--- src/rtl/irq_sink_notifier_if.sv ---
// irq_sink_notifier_if
//   AXI4-Lite write-only channel bundle (AW, W, B) used by the interrupt
//   sink notifier. No read channels: the notifier never reads.
//
//   awaddr/awvalid/awprot/awready : write address channel
//   wdata/wvalid/wstrb/wready     : write data channel
//   bresp/bvalid/bready           : write response channel
//
//   master : the notifier (drives AW/W, accepts B)
//   slave  : the interconnect / doorbell target
interface irq_sink_notifier_if;
  logic [31:0] awaddr;
  logic        awvalid;
  logic [2:0]  awprot;
  logic        awready;
  logic [31:0] wdata;
  logic        wvalid;
  logic [3:0]  wstrb;
  logic        wready;
  logic [1:0]  bresp;
  logic        bvalid;
  logic        bready;

  modport master (
    output awaddr, awvalid, awprot, wdata, wvalid, wstrb, bready,
    input  awready, wready, bresp, bvalid
  );

  modport slave (
    input  awaddr, awvalid, awprot, wdata, wvalid, wstrb, bready,
    output awready, wready, bresp, bvalid
  );
endinterface

--- src/rtl/irq_sink_notifier.sv ---
// irq_sink_notifier
//   Receives a synchronous interrupt line, counts its rising edges and
//   reports each event to the host by writing the running event count to a
//   fixed doorbell address over AXI4-Lite. Edges arriving while a write is
//   outstanding are coalesced into one follow-up write carrying the latest
//   count.
//
//   Ports:
//     clk          system clock
//     reset        synchronous, active-high reset
//     enable       1 = count and notify edges, 0 = ignore new edges
//     irq_in       interrupt input, synchronous to clk
//     event_count  edges accepted since reset (wraps)
//     error_count  B responses with BRESP != OKAY (saturating)
//     busy         FSM is not IDLE
//     m_axi        AXI4-Lite write master (AW, W, B)
//
//   State table:
//     IDLE   | no write outstanding; launches one when pending is set
//     SEND   | AWVALID/WVALID presented; waiting for both handshakes
//     WAIT_B | both beats accepted; BREADY high until the B beat arrives
module irq_sink_notifier #(
  parameter logic [31:0] NOTIFY_ADDR = 32'h0000_1000,
  parameter int          ERR_W       = 16
) (
  input  logic                clk,
  input  logic                reset,
  input  logic                enable,
  input  logic                irq_in,
  output logic [31:0]         event_count,
  output logic [ERR_W-1:0]    error_count,
  output logic                busy,
  irq_sink_notifier_if.master m_axi
);

  typedef enum logic [1:0] {
    IDLE   = 2'd0,
    SEND   = 2'd1,
    WAIT_B = 2'd2
  } state_t;

  localparam logic [ERR_W-1:0] ERR_MAX = {ERR_W{1'b1}};
  localparam logic [ERR_W-1:0] ERR_ONE = {{(ERR_W-1){1'b0}}, 1'b1};

  state_t      state;
  state_t      state_next;

  logic        irq_prev;
  logic        irq_edge;
  logic        pending;
  logic        pending_clr;
  logic        b_err;

  logic        awvalid_q;
  logic        awvalid_next;
  logic        wvalid_q;
  logic        wvalid_next;
  logic        bready_q;
  logic        bready_next;
  logic [31:0] awaddr_q;
  logic [31:0] awaddr_next;
  logic [31:0] wdata_q;
  logic [31:0] wdata_next;

  assign irq_edge = irq_in & ~irq_prev & enable;

  assign busy          = (state != IDLE);
  assign m_axi.awaddr  = awaddr_q;
  assign m_axi.awvalid = awvalid_q;
  assign m_axi.awprot  = 3'b000;
  assign m_axi.wdata   = wdata_q;
  assign m_axi.wvalid  = wvalid_q;
  assign m_axi.wstrb   = 4'hF;
  assign m_axi.bready  = bready_q;

  // Next-state and next-output logic. All channel outputs are registered,
  // so no VALID ever follows a READY combinationally.
  always_comb begin
    state_next   = state;
    awvalid_next = awvalid_q;
    wvalid_next  = wvalid_q;
    bready_next  = bready_q;
    awaddr_next  = awaddr_q;
    wdata_next   = wdata_q;
    pending_clr  = 1'b0;
    b_err        = 1'b0;

    case (state)
      IDLE: begin
        if (pending) begin
          state_next   = SEND;
          awvalid_next = 1'b1;
          wvalid_next  = 1'b1;
          awaddr_next  = NOTIFY_ADDR;
          // Count as registered now; an edge in this same cycle lands after
          // this snapshot and re-arms pending for a follow-up write.
          wdata_next   = event_count;
          pending_clr  = 1'b1;
        end
      end

      SEND: begin
        if (awvalid_q && m_axi.awready) begin
          awvalid_next = 1'b0;
        end
        if (wvalid_q && m_axi.wready) begin
          wvalid_next = 1'b0;
        end
        // AW and W complete independently; move on once neither is pending.
        if (!awvalid_next && !wvalid_next) begin
          state_next  = WAIT_B;
          bready_next = 1'b1;
        end
      end

      WAIT_B: begin
        if (m_axi.bvalid) begin
          bready_next = 1'b0;
          state_next  = IDLE;
          b_err       = (m_axi.bresp != 2'b00);
        end
      end

      default: begin
        state_next   = IDLE;
        awvalid_next = 1'b0;
        wvalid_next  = 1'b0;
        bready_next  = 1'b0;
      end
    endcase
  end

  always_ff @(posedge clk) begin
    if (reset) begin
      state     <= IDLE;
      awvalid_q <= 1'b0;
      wvalid_q  <= 1'b0;
      bready_q  <= 1'b0;
      awaddr_q  <= '0;
      wdata_q   <= '0;
    end else begin
      state     <= state_next;
      awvalid_q <= awvalid_next;
      wvalid_q  <= wvalid_next;
      bready_q  <= bready_next;
      awaddr_q  <= awaddr_next;
      wdata_q   <= wdata_next;
    end
  end

  always_ff @(posedge clk) begin
    if (reset) begin
      irq_prev    <= 1'b0;
      event_count <= '0;
      pending     <= 1'b0;
      error_count <= '0;
    end else begin
      irq_prev <= irq_in;

      if (irq_edge) begin
        event_count <= event_count + 32'd1;
      end

      // A new edge wins over the clear issued when a write is launched.
      if (irq_edge) begin
        pending <= 1'b1;
      end else if (pending_clr) begin
        pending <= 1'b0;
      end

      if (b_err && (error_count != ERR_MAX)) begin
        error_count <= error_count + ERR_ONE;
      end
    end
  end

endmodule

--- src/flat_wrapper.sv ---
// flat-port wrapper written by rule: the top's interface ports become plain ports
module irq_sink_notifier_flat 
#(
  parameter logic [31:0] NOTIFY_ADDR = 32'h0000_1000,
  parameter int          ERR_W       = 16
)
  (clk, reset, enable, irq_in, event_count, error_count, busy, m_axi_awaddr, m_axi_awvalid, m_axi_awprot, m_axi_wdata, m_axi_wvalid, m_axi_wstrb, m_axi_bready, m_axi_awready, m_axi_wready, m_axi_bresp, m_axi_bvalid);
  irq_sink_notifier_if m_axi_i ();
  input  logic clk;
  input  logic reset;
  input  logic enable;
  input  logic irq_in;
  output logic [31:0] event_count;
  output logic [ERR_W-1:0] error_count;
  output logic busy;
  output wire logic [$bits(m_axi_i.awaddr)-1:0] m_axi_awaddr;
  output wire logic [$bits(m_axi_i.awvalid)-1:0] m_axi_awvalid;
  output wire logic [$bits(m_axi_i.awprot)-1:0] m_axi_awprot;
  output wire logic [$bits(m_axi_i.wdata)-1:0] m_axi_wdata;
  output wire logic [$bits(m_axi_i.wvalid)-1:0] m_axi_wvalid;
  output wire logic [$bits(m_axi_i.wstrb)-1:0] m_axi_wstrb;
  output wire logic [$bits(m_axi_i.bready)-1:0] m_axi_bready;
  input wire logic [$bits(m_axi_i.awready)-1:0] m_axi_awready;
  input wire logic [$bits(m_axi_i.wready)-1:0] m_axi_wready;
  input wire logic [$bits(m_axi_i.bresp)-1:0] m_axi_bresp;
  input wire logic [$bits(m_axi_i.bvalid)-1:0] m_axi_bvalid;
  assign m_axi_awaddr = m_axi_i.awaddr;
  assign m_axi_awvalid = m_axi_i.awvalid;
  assign m_axi_awprot = m_axi_i.awprot;
  assign m_axi_wdata = m_axi_i.wdata;
  assign m_axi_wvalid = m_axi_i.wvalid;
  assign m_axi_wstrb = m_axi_i.wstrb;
  assign m_axi_bready = m_axi_i.bready;
  assign m_axi_i.awready = m_axi_awready;
  assign m_axi_i.wready = m_axi_wready;
  assign m_axi_i.bresp = m_axi_bresp;
  assign m_axi_i.bvalid = m_axi_bvalid;
  irq_sink_notifier #(.NOTIFY_ADDR(NOTIFY_ADDR), .ERR_W(ERR_W)) u_core (.clk(clk), .reset(reset), .enable(enable), .irq_in(irq_in), .event_count(event_count), .error_count(error_count), .busy(busy), .m_axi(m_axi_i));
endmodule
--- config.mk ---
export PLATFORM = sky130hd
export DESIGN_NAME = irq_sink_notifier_flat
export DESIGN_NICKNAME = d
export VERILOG_FILES = /design/src/rtl/irq_sink_notifier_if.sv /design/src/rtl/irq_sink_notifier.sv /design/src/flat_wrapper.sv
export SDC_FILE = /design/constraint.sdc
export NUM_CORES = 1
export LEC_CHECK = 0
export ABC_AREA = 1
export CORE_MARGIN = 10
export CORE_UTILIZATION = 31
export CTS_BUF_LIST = sky130_fd_sc_hd__clkbuf_8
export DETAILED_ROUTE_END_ITERATION = 10
export SYNTH_ARGS = -nofsm -noshare
export SYNTH_HDL_FRONTEND = slang
export SYNTH_SLANG_ARGS = --single-unit
--- constraint.sdc ---
create_clock -name clk -period 3.25 [get_ports clk]
set_input_delay 0.65 -clock clk [delete_from_list [all_inputs] [get_ports clk]]
set_output_delay 0.65 -clock clk [all_outputs]
set_load 0.02 [all_outputs]
Word level (Yosys, flattened, before mapping) --
Cells that the tools add are included.
Word-level totals: register bits after elaboration 88, input port bits 9, output and inout bits 123, word-level logic and storage cells 57
Operators by class: add/subtract/negate cells 2, equality and inequality tests 6, mux-type cells 20, bitwise operators 5, reduce and logical (&&, ||, !) cells 14
Operators by type and width (count):
- $add 32x1->32 const B | 1
- $add 16x1->16 const B | 1
- $ne 16x16->1 const B | 1
- $mux 1 | 13
- $pmux 1 s3 | 3
- $mux 2 | 3
- $pmux 2 s3 | 1
- $reduce_and 3->1 | 2
- $reduce_bool 2->1 | 3
- $logic_and 1x1->1 | 4
- $ne 2x1->1 const B | 2
- $reduce_and 2->1 | 2
- $not 1->1 | 3
- $and 1x1->1 | 2
- $eq 2x1->1 const B | 1
- $eq 2x2->1 const B | 1
- $logic_not 1->1 | 2
- $logic_not 2->1 | 1
- $ne 2x2->1 const B | 1

Logic depth before layout (Yosys ltp) --
depth in word-level cells 7, gate-level depth with buffers 11, mapped depth without buffers 10

Least setup slack after synthesis --
OpenSTA, ideal clock, no wires.
kind reg2reg, start point register u_core.error_count[0], end point register u_core.error_count[14], setup time 0.110 ns, data arrival time 1.529 ns, data required time 3.140 ns, path slack 1.611 ns, cell stages (with the launch flop) 12, path buffers 1, period minus slack after synthesis 1.639 ns, cell sequence dfxtp_1 ha_1 nand2_2 nor2_4 nand2_4 nor2_4 nor2_4 buf_6 nand2_1 nand2_1 inv_1 nor2_2
Between the ends: word-level cells in the longest chain between the ends 2, elaborated cells between the ends (all ways) 3, those cells by class add/sub (1); eq/ne (1); reduce/logical (1)
RTL lines:
- from (decl) | line irq_sink_notifier.sv:31 | output logic [ERR_W-1:0] error_count,
- from (signal assigned) | line irq_sink_notifier.sv:172 | error_count <= error_count + ERR_ONE;
- branches (longest 2 deep; another with $add 16x1->16)
Several ways; the timed one is not identified. A chain may end at the register's enable or synchronous reset.

Final worst setup path --
start point register u_core.event_count[1], end point output event_count[1]
RTL lines:
- from (decl) | line irq_sink_notifier.sv:30 | output logic [31:0] event_count,
- from (signal assigned) | line irq_sink_notifier.sv:161 | event_count <= event_count + 32'd1;
- to (decl) | line flat_wrapper.sv:13 | output logic [31:0] event_count;
No word-level cell between the ends.

==> results.yml <==
run_status:
  status: "complete, no violations"
drt:
  wl_per_cell_um: 13.7
  antenna_left: 0
  remaining_drc_errors: 0
  viasPerCell: 4.44
  first_pass_iters: 4
  vias: 4057
  drt-initial-drc-count: 212
  routed_wl_mm: 12.5
sta:
  slew_headroom_pct: 63.7
  hold_violations: 0
  rsz0062_at_grt: "false"
  fin_tns_setup_ps: 0
  fin_crit_sh_pct: 68.1
  worst_slew_pin_slew_ps: 545
  finClkSkew_ps: 11.2
  clock.fmax_mhz: 452
  slew_viol_final: 0
  period_minus_slack_ps: 2210
  setup_viol: 0
clocking:
  htree_num_levels: 3
  cts_hold_buf: 0
  clk_pin_slew_worst_paths_ps: 100
  cts_tree: "done"
  clock_path_buffers: 2
  cts_resized: 0
  ctsRootBufferMaster: "clkbuf_8"
  cts_buffers: 9
  clk_latency_ps: 370
  cts_setup_buffers: 0
  cts_sinks: 88
global_route:
  grt_pass1_wl_mm: 20.5
  groute.usage.overall_pct: 12.7
  grt_max_degree: 38
  antenna_found_initial: 0
  grt_pass1_vias: 3868
  grt-ovfl-total: 0
placed_design:
  gp_congestion: 0.860
  dp_hpwl_mm: 9.47
  portBuffers: 93
synthesis:
  synth_common_cells: "nand2_1 (137), nor2_1 (95), dfxtp_1 (88)"
  synth_edf_count: 0
  synth.avg_cell_area_um2: 6.94
  synthArstFlopShare_pct: 0
  synthCells: 641
  ys_seq_area_share_pct: 39.6
  yosysWarningCount: 0
  synthTopCellsByArea: "dfxtp_1 (40%), nand2_1 (12%), nor2_1 (8.0%)"
  synth-seq-cells: 88
  synth_top_area_share_pct: 39.6
  yosysTopAreaCell: "dfxtp_1"
  synth_most_common_cell: "nand2_1"
  synth.cell_area_um2: 4450
  synth-main-ff-cell: "dfxtp_1"
  synth_cell_type_count: 32
power_and_ir_drop:
  p_per_area_nw_per_um2: 390
  ir_worst_vdd_uv: 335
  power_w: 0.00218
  p_leak_nw: 2.10
floorplan:
  ios: 132
  die_w_um: 140
  rows: 43
  dieArea_um2: 19500
  core_area_um2: 14000
  die_h_um: 140
  initial_core_util_pct: 31.8
cells_and_area:
  fin_nets: 739
  area_growth_pct: 25.9
  layout-drive-gt1-share_pct: 7.23
  antenna_cells: 0
worst_setup_path:
  crit_path_max_incr_delay_ps: 690
  crit_family: "buffers and inverters"
  cp_data_arrival_time_ps: 1560
  cp_num_buf_inv: 1
  worst-path-max-fanout: 5
  worstSetupEndpointType: "output pin"
  crit_required_ps: 2600
  cp-start-kind: "flop"
  cp_slowest_cell: "clkdlybuf4s50_1"
  path_class: "reg2out"
  path_cells: "clkdlybuf4s50_1"
worst_hold_path:
  holdCritPathClass: "reg2reg"
flow_run:
  maxCapViolCount: 0
[worst paths after layout]
kind | from | to | slack, ps | cells past startpoint
max | u_core.event_count[1]$_SDFFE_PP0P_ | event_count[1] | 1040 | 1
min | u_core.m_axi.bready$_SDFFE_PP0P_ | u_core.m_axi.bready$_SDFFE_PP0P_ | 470 | 2
max reg2reg | u_core.state[1]$_SDFFE_PP0P_ | u_core.m_axi.wdata[10]$_SDFFE_PP0P_ | 1310 | 6
min reg2reg | u_core.m_axi.bready$_SDFFE_PP0P_ | u_core.m_axi.bready$_SDFFE_PP0P_ | 470 | 2
[per-layer routing]
layer	global-route usage [%]	wire [um]	vias to the layer above
li1	-	-	2132
met1	15.5	5710	1808
met2	19.5	5650	110
met4	3.64	137	0
met3	5.99	1030	7
met5	0	0	-
[state kept, by name (all words and copies together), names as in the netlist]
signal                cells
u_core.event_count       32
u_core.m_axi.wdata       32
u_core.error_count       16
u_core.state              2
u_core.irq_prev           1
u_core.m_axi.awaddr       1
u_core.m_axi.awvalid      1
u_core.m_axi.bready       1
u_core.m_axi.wvalid       1
u_core.pending            1
[cell usage in the layout, fill, tap and decap left out, types with 5 or more instances in the layout]
cell,n
nand2_1,137
conb_1,38
clkbuf_8,9
nor2_4,7
dfxtp_1,88
a21oi_1,54
nor2_1,95
nand3_2,6
nor3_1,6
nor2_2,11
clkdlybuf4s50_1,93
nand3_1,28
xor2_1,5
inv_1,67
o21ai_0,43
buf_4,5
nand4_1,13
[where the power goes]
group	internal [W]	switching [W]	total, W	leakage [nW]
clock network	0.000434	0.000417	0.000851	0.110
registers	0.00110	0.0000150	0.00112	0.713
logic	0.0000734	0.000140	0.000213	1.28
total	0.00161	0.000571	0.00218	2.10
[cell families after synthesis]
logic type / synth area share [%]
adder cells (fa/ha/maj): 0.563
XOR/XNOR: 1.18
buffers and inverters: 14.8
flip-flops: 39.6
AND/OR/NAND/NOR: 31.6
other: 0.169
AO/OA/AOI/OAI: 12.1
[area by class of cell]
cell class | count | area, um^2
Clock buffer | 9 | 124
Inverter | 69 | 259
Clock inverter | 7 | 95.1
Sequential cell | 88 | 1760
Tap cell | 180 | 225
Fill cell | 1529 | 8390
Timing Repair Buffer | 98 | 968
Multi-Input combinational cell | 462 | 2160
[metrics by stage]
step                area [um^2]  hold WS, ps  std cells  utilization [%]  setup WS (ps)
floorplan                  4580          454        677                -           1610
global placement           5380          451        897             38.4            740
detailed placement         5380          456        897             38.4            731
CTS                        5600          470        913             40.0            998
global route               5600          498        913             40.0            877
finish                     5600          471        913             40.0           1040
(Power assumes the default switching activity.)
